--- src/rtl/hazard_ctrl.sv ---
`default_nettype none
// +---------------------------------------------------------------------------+
// | hazard_ctrl : pipeline hazard controller (load-use stall, branch flush,   |
// |               multi-cycle mul/div hold with timeout).                     |
// | Optional: define HAZARD_STATS_EN to enable the stall_cycles counter.      |
// | Revision: 1.0                                                             |
// +---------------------------------------------------------------------------+
module hazard_ctrl #(
  parameter int MD_TIMEOUT = 32
) (
  input  logic        clk,
  input  logic        nrst,
  input  logic [4:0]  IF_ID_rs,
  input  logic [4:0]  IF_ID_rt,
  input  logic        ID_uses_rt,
  input  logic [4:0]  ID_EX_rt,
  input  logic        ID_EX_Mem_Read,
  input  logic        branch_taken,
  input  logic        md_start,
  input  logic        md_done,
  output logic        PC_Write,
  output logic        IF_ID_Write,
  output logic        ID_EX_Bubble,
  output logic        ID_EX_Hold,
  output logic        IF_ID_Flush,
  output logic        ID_EX_Flush,
  output logic        md_error,
  output logic [1:0]  state,
  output logic [15:0] stall_cycles
);

  typedef enum logic [1:0] {
    RUN     = 2'b00,
    LDSTALL = 2'b01,
    MDWAIT  = 2'b10,
    FLUSH   = 2'b11
  } state_t;

  localparam logic [5:0] C_TIMEOUT_LAST = 6'(MD_TIMEOUT - 1);

  state_t     state_q, state_d;
  logic [5:0] wait_q, wait_d;
  logic       md_error_q, md_error_d;
  logic       load_use;

  assign load_use = ID_EX_Mem_Read && (ID_EX_rt != 5'd0) &&
                    ((ID_EX_rt == IF_ID_rs) || (ID_uses_rt && (ID_EX_rt == IF_ID_rt)));

  always_comb begin
    state_d      = state_q;
    wait_d       = wait_q;
    md_error_d   = 1'b0;
    PC_Write     = 1'b1;
    IF_ID_Write  = 1'b1;
    ID_EX_Bubble = 1'b0;
    ID_EX_Hold   = 1'b0;
    IF_ID_Flush  = 1'b0;
    ID_EX_Flush  = 1'b0;
    case (state_q)
      RUN: begin
        if (branch_taken) begin
          IF_ID_Flush = 1'b1;
          ID_EX_Flush = 1'b1;
          state_d     = FLUSH;
        end else if (md_start) begin
          wait_d  = 6'd0;
          state_d = MDWAIT;
        end else if (load_use) begin
          PC_Write     = 1'b0;
          IF_ID_Write  = 1'b0;
          ID_EX_Bubble = 1'b1;
          state_d      = LDSTALL;
        end
      end
      // The bubble was already inserted on entry, so load_use is not re-evaluated here.
      LDSTALL: begin
        if (branch_taken) begin
          IF_ID_Flush = 1'b1;
          ID_EX_Flush = 1'b1;
          state_d     = FLUSH;
        end else begin
          state_d = RUN;
        end
      end
      MDWAIT: begin
        if (md_done) begin
          state_d = RUN;
        end else begin
          PC_Write    = 1'b0;
          IF_ID_Write = 1'b0;
          ID_EX_Hold  = 1'b1;
          wait_d      = wait_q + 6'd1;
          if (wait_q == C_TIMEOUT_LAST) begin
            state_d    = RUN;
            md_error_d = 1'b1;
          end
        end
      end
      FLUSH: begin
        state_d = RUN;
      end
      default: begin
        state_d = RUN;
      end
    endcase
  end

  always_ff @(posedge clk or negedge nrst) begin
    if (!nrst) begin
      state_q    <= RUN;
      wait_q     <= 6'd0;
      md_error_q <= 1'b0;
    end else begin
      state_q    <= state_d;
      wait_q     <= wait_d;
      md_error_q <= md_error_d;
    end
  end

  assign state    = state_q;
  assign md_error = md_error_q;

`ifdef HAZARD_STATS_EN
  logic [15:0] stall_q;

  always_ff @(posedge clk or negedge nrst) begin
    if (!nrst) begin
      stall_q <= 16'd0;
    end else if (!PC_Write && (stall_q != 16'hFFFF)) begin
      stall_q <= stall_q + 16'd1;
    end
  end

  assign stall_cycles = stall_q;
`else
  assign stall_cycles = 16'd0;
`endif

endmodule
`default_nettype wire
--- config.mk ---
export PLATFORM = sky130hd
export DESIGN_NAME = hazard_ctrl
export DESIGN_NICKNAME = d
export VERILOG_FILES = /design/src/rtl/hazard_ctrl.sv
export SDC_FILE = /design/constraint.sdc
export NUM_CORES = 1
export LEC_CHECK = 0
export CAP_MARGIN = 40
export CORE_MARGIN = 2
export CORE_UTILIZATION = 32
export CTS_CLUSTER_DIAMETER = 30
export CTS_CLUSTER_SIZE = 24
export DETAILED_ROUTE_END_ITERATION = 7
export GPL_TIMING_DRIVEN = 0
export HOLD_SLACK_MARGIN = 0.08
export PLACE_DENSITY = 0.75
export SLEW_MARGIN = 20
export SYNTH_ARGS = -nofsm -noshare
export SYNTH_HDL_FRONTEND = slang
export SYNTH_SLANG_ARGS = --single-unit
--- constraint.sdc ---
create_clock -name clk -period 1.5 [get_ports clk]
set_clock_uncertainty 0.1 [all_clocks]
set_input_delay 0.15 -clock clk [delete_from_list [all_inputs] [get_ports clk]]
set_output_delay 0.15 -clock clk [all_outputs]
set_load 0.03 [all_outputs]
# Word-level counts from Yosys, hierarchy flattened
# Index checks and enable logic that the tools add are counted.
# word_totals
regBits	9
inputBits	22
out_inout_bits	25
# classes
addsub	1
n_eq_ne	11
muxes	27
n_reduce_logical	10
# ops
operator	count
$mux W6	3
$mux W1	15
$mux W2	6
$pmux W6 S2	1
$eq A5 B5 Y1	2
$pmux W2 S4	1
$add A6 B1 Y6 const B	1
$eq A6 B5 Y1 const B	1
$ne A2 B2 Y1 const B	3
$reduce_bool A5 Y1	1
$eq A2 B2 Y1 const B	2
$ne A4 B4 Y1 const B	1
$reduce_and A4 Y1	1
$logic_and A1 B1 Y1	3
$ne A3 B3 Y1 const B	1
$eq A2 B1 Y1 const B	1
$logic_not A2 Y1	1
$pmux W1 S2	1
$reduce_and A2 Y1	1
$reduce_bool A2 Y1	1
$reduce_or A2 Y1	1
$logic_or A1 B1 Y1	1

# Depth between registers and ports, before layout
# Gate-level depths: netlist of the first run.
# depth
word_depth	8
mapped_depth	6

# Worst setup path after synthesis of the first run
# OpenSTA, ideal clock, no wires.
# synth_path
path_type	reg-to-output
from	register state_q[1], in the netlist state[1]
to	output ID_EX_Bubble
t_arrival_ps	1689
setup_slack_ps	-439
stages_incl_launch_ff	3
path_cell_list	dfrtp_1 > buf_2 > nor4_1
# synth_via
elab_chain_cells	2
# synth_rtl
element	line_no	rtl
start, declared	41	state_t state_q, state_d;
start signal, assigned	114	state_q <= state_d;
$logic_not A2 Y1	59	case (state_q)
$mux W1	59	
end, declared	23	output logic ID_EX_Bubble,
# Every way passes these cells.

# Worst setup path after layout of the first run
# layout_path
from	input IF_ID_rt[3]
to	output PC_Write
# layout_via
elab_chain_cells	8
# layout_rtl
element	line_no	rtl
start, declared	14	input logic [4:0] IF_ID_rt,
$eq A5 B5 Y1	47	((ID_EX_rt == IF_ID_rs) || (ID_uses_rt && (ID_EX_rt == IF_ID_rt)));
$logic_and A1 B1 Y1	47	
$logic_or A1 B1 Y1	47	
$logic_and A1 B1 Y1	46	assign load_use = ID_EX_Mem_Read && (ID_EX_rt != 5'd0) &&
$mux W1	68	end else if (load_use) begin
$mux W1	65	end else if (md_start) begin
$mux W1	61	if (branch_taken) begin
$pmux W1 S2	59	
end, declared	21	output logic PC_Write,
# Every way passes these cells.

==> impl_metrics.py, run 1 <==
metrics = {
    "logic_synthesis": {
        "yosysWarnings": 0,
        "synthCells": 82,
        "avgSynthCellArea_um2": 8.77,
        "ys_seq_elements": 9,
        "synth_cell_type_count": 26,
        "netlist_area_um2": 719,
        "seq_area_frac_synth": 0.313,
    },
    "run": {
        "maxCapViolations": 0,
    },
    "critical_path": {
        "crit_type": "input port to output port",
        "worstPathArrival_ns": 1.57,
        "required_ns": 1.25,
        "timing.rr.start": "state[0]$_DFFE_PN0P_",
        "end_kind": "output port",
        "cp_max_fo": 2,
        "crit_start": "IF_ID_rt[3]",
        "worstSetupStartpointType": "input port",
    },
    "global_routing": {
        "antenna_found_initial": 0,
        "grt_pass1_wl_um": 3360,
        "grt_overflow": 0,
        "grt_pass1_vias": 764,
        "globalRouteTotalUtil": 0.172,
        "grt_max_degree": 10,
    },
    "power": {
        "vdd_drop_max_v": 0.000580,
        "power-per-cell-area_nw_per_um2": 1040,
        "finalPower_mw": 1.47,
        "cellLeakagePower_nw": 0.730,
    },
    "clock_tree": {
        "cts_buffer_depth": 2,
        "root_buffer": "clkbuf_4",
        "postCtsHoldBufs": 0,
        "htreeDepth": 1,
        "clkTransAtPathRegs_ns": 0.07,
        "worst_skew_pair.late_latency_ns": 0.26,
        "clock-sinks": 9,
        "cts_tree": "yes",
        "cts_buffers": 3,
    },
    "sta": {
        "setup_viol": 9,
        "finalHoldViolCount": 0,
        "final_max_slew_viol_count": 0,
        "fmax_mhz": 549,
        "rsz0062_at_grt": "yes",
        "tns_ns": -1.13,
        "fin_crit_ns": 1.82,
        "fin_crit_sh": 1.21,
        "hold_ws_ns": 0.0910,
        "layout_setup_ws_ns": -0.322,
    },
    "floorplanning": {
        "initial_core_util": 0.332,
        "die_y_um": 51.4,
        "die-area_um2": 2640,
        "rows": 17,
        "die_x_um": 51.4,
        "core_area_um2": 2170,
        "io_pins": 47,
    },
    "status": {
        "outcome": "finished with violations",
        "violations": "setup timing",
    },
    "final_layout": {
        "antenna_cells": 0,
        "fin_cells": 174,
        "nets": 170,
        "post-route-util": 0.649,
        "layout-drive-gt1-share": 0.493,
        "fin_area_um2": 1410,
        "area.growth.synth_to_final_pct": 95.7,
    },
    "routing": {
        "vias": 734,
        "postRouteAntennaNets": 0,
        "finalWirelength_um": 2220,
        "drc": 0,
        "drt-initial-drc-count": 24,
        "wl_per_cell_um": 12.8,
        "via_per_inst": 4.22,
        "dr.pass1.iters": 4,
    },
    "place": {
        "port_buffers": 30,
        "place_ws_ns": -1.27,
        "hpwlAfterDp_um": 1470,
        "routabilityCongestion": 0.673,
        "dp.cells": 155,
        "post_dp_cell_area_um2": 1130,
    },
    "min_path": {
        "hold_class": "input port to async pin",
    },
}
synth_stat cells (all sizes together):
cell | count | area, µm²
dfrtp | 9 | 225
nor4b | 1 | 15.0
inv | 2 | 7.51
o21bai | 1 | 7.51
o21ai | 2 | 10.0
nor3 | 1 | 5.00
nand2 | 6 | 22.5
nor2 | 9 | 33.8
nand3 | 1 | 5.00
or2 | 2 | 12.5
a21oi | 1 | 5.00
nand4 | 4 | 25.0
and3 | 1 | 6.26
conb | 1 | 3.75
o41a | 1 | 11.3
or4 | 1 | 7.51
xnor2 | 1 | 8.76
a32oi | 1 | 8.76
o211ai | 1 | 7.51
buf | 19 | 140
nor2b | 1 | 6.26
ha | 1 | 12.5
xor2 | 13 | 114
nor4 | 2 | 18.8
placed cells by master, fill, tap and decap left out, types with 3 or more instances in the layout:
cell type        netlist  layout
buf_4                 18      25
nand2_1                6       3
buf_2                  1       4
clkdlybuf4s50_1        0       5
dlymetal6s2s_1         0       3
buf_6                  0      18
conb_1                 1      16
nand4_1                4       4
clkbuf_4               0       3
xor2_1                13      10
dfrtp_1                9       8
dlygate4sd2_1          0       7
nor2_1                 9       5
nor2_2                 0       3
flip-flops by register name (all words and copies together), names as in the netlist:
name / count
md_error: 1
state: 2
wait_q: 6
kinds of logic (layout without fill, tap and decap cells):
family,count (synthesis),after routing,share of synthesized area
flops,9,9,0.313
simple gates,29,29,0.219
other cells,1,16,0.00521
buf+inv,21,70,0.205
xor+xnor,14,14,0.170
fa+ha+maj,1,1,0.0174
compound gates,7,7,0.0696
what timing repair did:
| action | 4_1_cts | 5_1_grt |
|---|---|---|
| pin swaps | 12 | 12 |
| setup endpoints to repair | 12 | 13 |
| endpoints found under the hold margin | 0 | 0 |
| buffers inserted | 13 | 3 |
| cloned | 0 | 0 |
| gates resized for setup | 98 | 28 |
path summary, 6_finish.rpt:
path / endpoint / slack, ns / cells past startpoint
setup / recovery: PC_Write / -0.32 / 7
hold / removal: md_error$_DFF_PN0_ / 0.09 / 1
setup reg to reg: wait_q[2]$_DFFE_PN0P_ / -0.07 / 10
hold reg to reg: wait_q[0]$_DFFE_PN0P_ / 0.40 / 1
max in group asynchronous: state[1]$_DFFE_PN0P_ / 0.88 / 1
min in group clk: state[1]$_DFFE_PN0P_ / 0.38 / 3
critical path, cell delays in order:
cell and delay, ns:
buf_8 0.10, xor2_4 0.17, nor4_4 0.30, a32oi_2 0.16
o41a_1 0.42, buf_6 0.13, buf_6 0.13
cell type report:
type / instances / area (µm²)
flip-flops and latches: 9 / 226
plain buffers: 19 / 154
multi-input cells: 67 / 528
well taps: 28 / 35.0
fillers: 169 / 762
repair buffers: 45 / 425
inverters: 2 / 12.5
clock buffers: 4 / 26.3
metal layers:
metal	up-vias	share of wire	GRT usage	wire (µm)
li1	371	-	-	-
met1	340	0.37	0.192	828
met2	21	0.57	0.314	1260
met3	2	0.055	0.0351	123
met4	0	0.0032	0.0658	7
met5	-	0	0	0
power breakdown:
group	switching [mW]	total, mW	leakage [nW]	internal (mW)
Sequential	0.0525	0.357	0.119	0.304
Combinational	0.485	0.916	0.595	0.431
Clock	0.0920	0.195	0.0150	0.103
No activity file was read; power rests on OpenSTA's default activity.
==> run 2: changes to the inputs <==
Settings changed: CORE_UTILIZATION 32 to 25, PLACE_DENSITY 0.75 to 0.61.
==> run 2 against run 1 <==
  * The run still ends with setup timing left
  * Fmax shrank 0.81%
  * Critical path type unchanged
  * Sequential power rose by 14%
  * Combinational power down 31%
==> impl_metrics.py, run 2 (synthesized netlist as in run 1, its figures left out) <==
metrics = {
    "global_routing": {
        "grt_overflow": 0,
        "antenna_found_initial": 0,
        "grt_pass1_wl_um": 2580,
        "globalRouteTotalUtil": 0.0987,
        "grt_max_degree": 10,
        "grt_pass1_vias": 656,
    },
    "routing": {
        "finalWirelength_um": 1590,
        "dr.pass1.iters": 4,
        "vias": 693,
        "via_per_inst": 4.13,
        "drc": 0,
        "postRouteAntennaNets": 0,
        "drt-initial-drc-count": 7,
        "wl_per_cell_um": 9.46,
    },
    "clock_tree": {
        "cts_tree": "yes",
        "clkTransAtPathRegs_ns": 0.06,
        "htreeDepth": 1,
        "worst_skew_pair.late_latency_ns": 0.26,
        "cts_buffers": 3,
        "postCtsHoldBufs": 0,
        "cts_buffer_depth": 2,
        "root_buffer": "clkbuf_4",
        "clock-sinks": 9,
    },
    "floorplanning": {
        "die_y_um": 57.6,
        "die-area_um2": 3320,
        "die_x_um": 57.6,
        "rows": 19,
        "core_area_um2": 2730,
        "initial_core_util": 0.263,
        "io_pins": 47,
    },
    "final_layout": {
        "nFillCells": 267,
        "final_cell_mix": "buf_4, conb_1, xor2_1",
        "largest_reg_flops": 6,
        "final_common_cell": "buf_4",
        "layout-drive-gt1-share": 0.409,
        "area.growth.synth_to_final_pct": 70.3,
        "nets": 161,
        "fin_area_um2": 1220,
        "regMostFlops": "wait_q",
        "antenna_cells": 0,
    },
    "run": {
        "maxCapViolations": 0,
    },
    "sta": {
        "rsz0062_at_grt": "yes",
        "fmax_mhz": 545,
        "layout_setup_ws_ns": -0.336,
        "finalHoldViolCount": 0,
        "setup_viol": 3,
        "tns_ns": -0.854,
        "fin_crit_ns": 1.84,
        "fin_crit_sh": 1.22,
        "final_max_slew_viol_count": 0,
    },
    "status": {
        "outcome": "finished with violations",
        "violations": "setup timing",
    },
    "place": {
        "post_dp_cell_area_um2": 1130,
        "hpwlAfterDp_um": 1320,
        "port_buffers": 30,
        "routabilityCongestion": 0.770,
    },
    "critical_path": {
        "crit_type": "input port to output port",
        "worstSetupStartpointType": "input port",
        "cp_max_fo": 2,
        "worstPathArrival_ns": 1.59,
        "end_kind": "output port",
        "required_ns": 1.25,
    },
    "power": {
        "cellLeakagePower_nw": 0.656,
        "power-per-cell-area_nw_per_um2": 1000,
        "vdd_drop_max_v": 0.000668,
    },
    "min_path": {
        "hold_class": "input port to async pin",
    },
}
## run 2: worst max-delay path, cell delays in order
cell,delay (ns)
clkdlybuf4s50_1,0.50
xnor2_2,0.13
a32oi_2,0.13
o41a_1,0.42
buf_6,0.13
buf_6,0.12
## run 2: final cells by class
cell class	count	area, µm²	area share
Clock buffer	4	26.3	0.0215
Sequential cell	9	226	0.185
Multi-Input combinational cell	67	469	0.383
Timing Repair Buffer	37	315	0.257
Tap cell	31	38.8	0.0317
Buffer	18	139	0.113
Inverter	2	10.0	0.00817
## run 2: metal layers
metal	track usage	share of wire	wire, µm
met5	0	0	0
met4	0.0498	0.0082	13
met3	0.0179	0.10	161
met2	0.182	0.56	884
met1	0.107	0.33	530
## run 2: power by group
part / leakage, nW / internal [mW] / switching, mW
combinational: 0.522 / 0.283 / 0.353
sequential: 0.119 / 0.304 / 0.102
clock: 0.0150 / 0.102 / 0.0827
## run 2: timing repair
| item | in CTS | in global routing |
|---|---|---|
| buffers inserted | 4 | 3 |
| pin swaps | 11 | 11 |
| endpoints found under the setup margin | 11 | 9 |
| gates resized for setup | 68 | 23 |
## run 2: worst paths after layout
kind	from	end	slack, ns	depth (start not counted)
worst min register to register	wait_q[1]$_DFFE_PN0P_	wait_q[1]$_DFFE_PN0P_	0.40	2
min in group clk	branch_taken	state[1]$_DFFE_PN0P_	0.36	3
max in group asynchronous	nrst	state[1]$_DFFE_PN0P_	0.91	1
worst max-delay path	IF_ID_rt[0]	PC_Write	-0.34	6
worst min-delay path	nrst	wait_q[1]$_DFFE_PN0P_	0.08	1
worst max register to register	state[0]$_DFFE_PN0P_	state[0]$_DFFE_PN0P_	0.11	5
## run 2: through the flow
stage / std cells / utilization / total power, mW / worst slack (ns) / hold slack [ns]
final: 168 / 0.448 / 1.23 / -0.336 / 0.0837
after global routing: 168 / 0.448 / 1.31 / -0.401 / 0.120
after CTS: 166 / 0.434 / 1.23 / -0.358 / 0.0945
after detailed placement: 158 / 0.414 / 1.01 / -1.20 / 0.375
after global placement: 158 / 0.414 / 0.999 / -1.17 / 0.374
after floorplan: 97 / - / 0.775 / -0.228 / -0.246
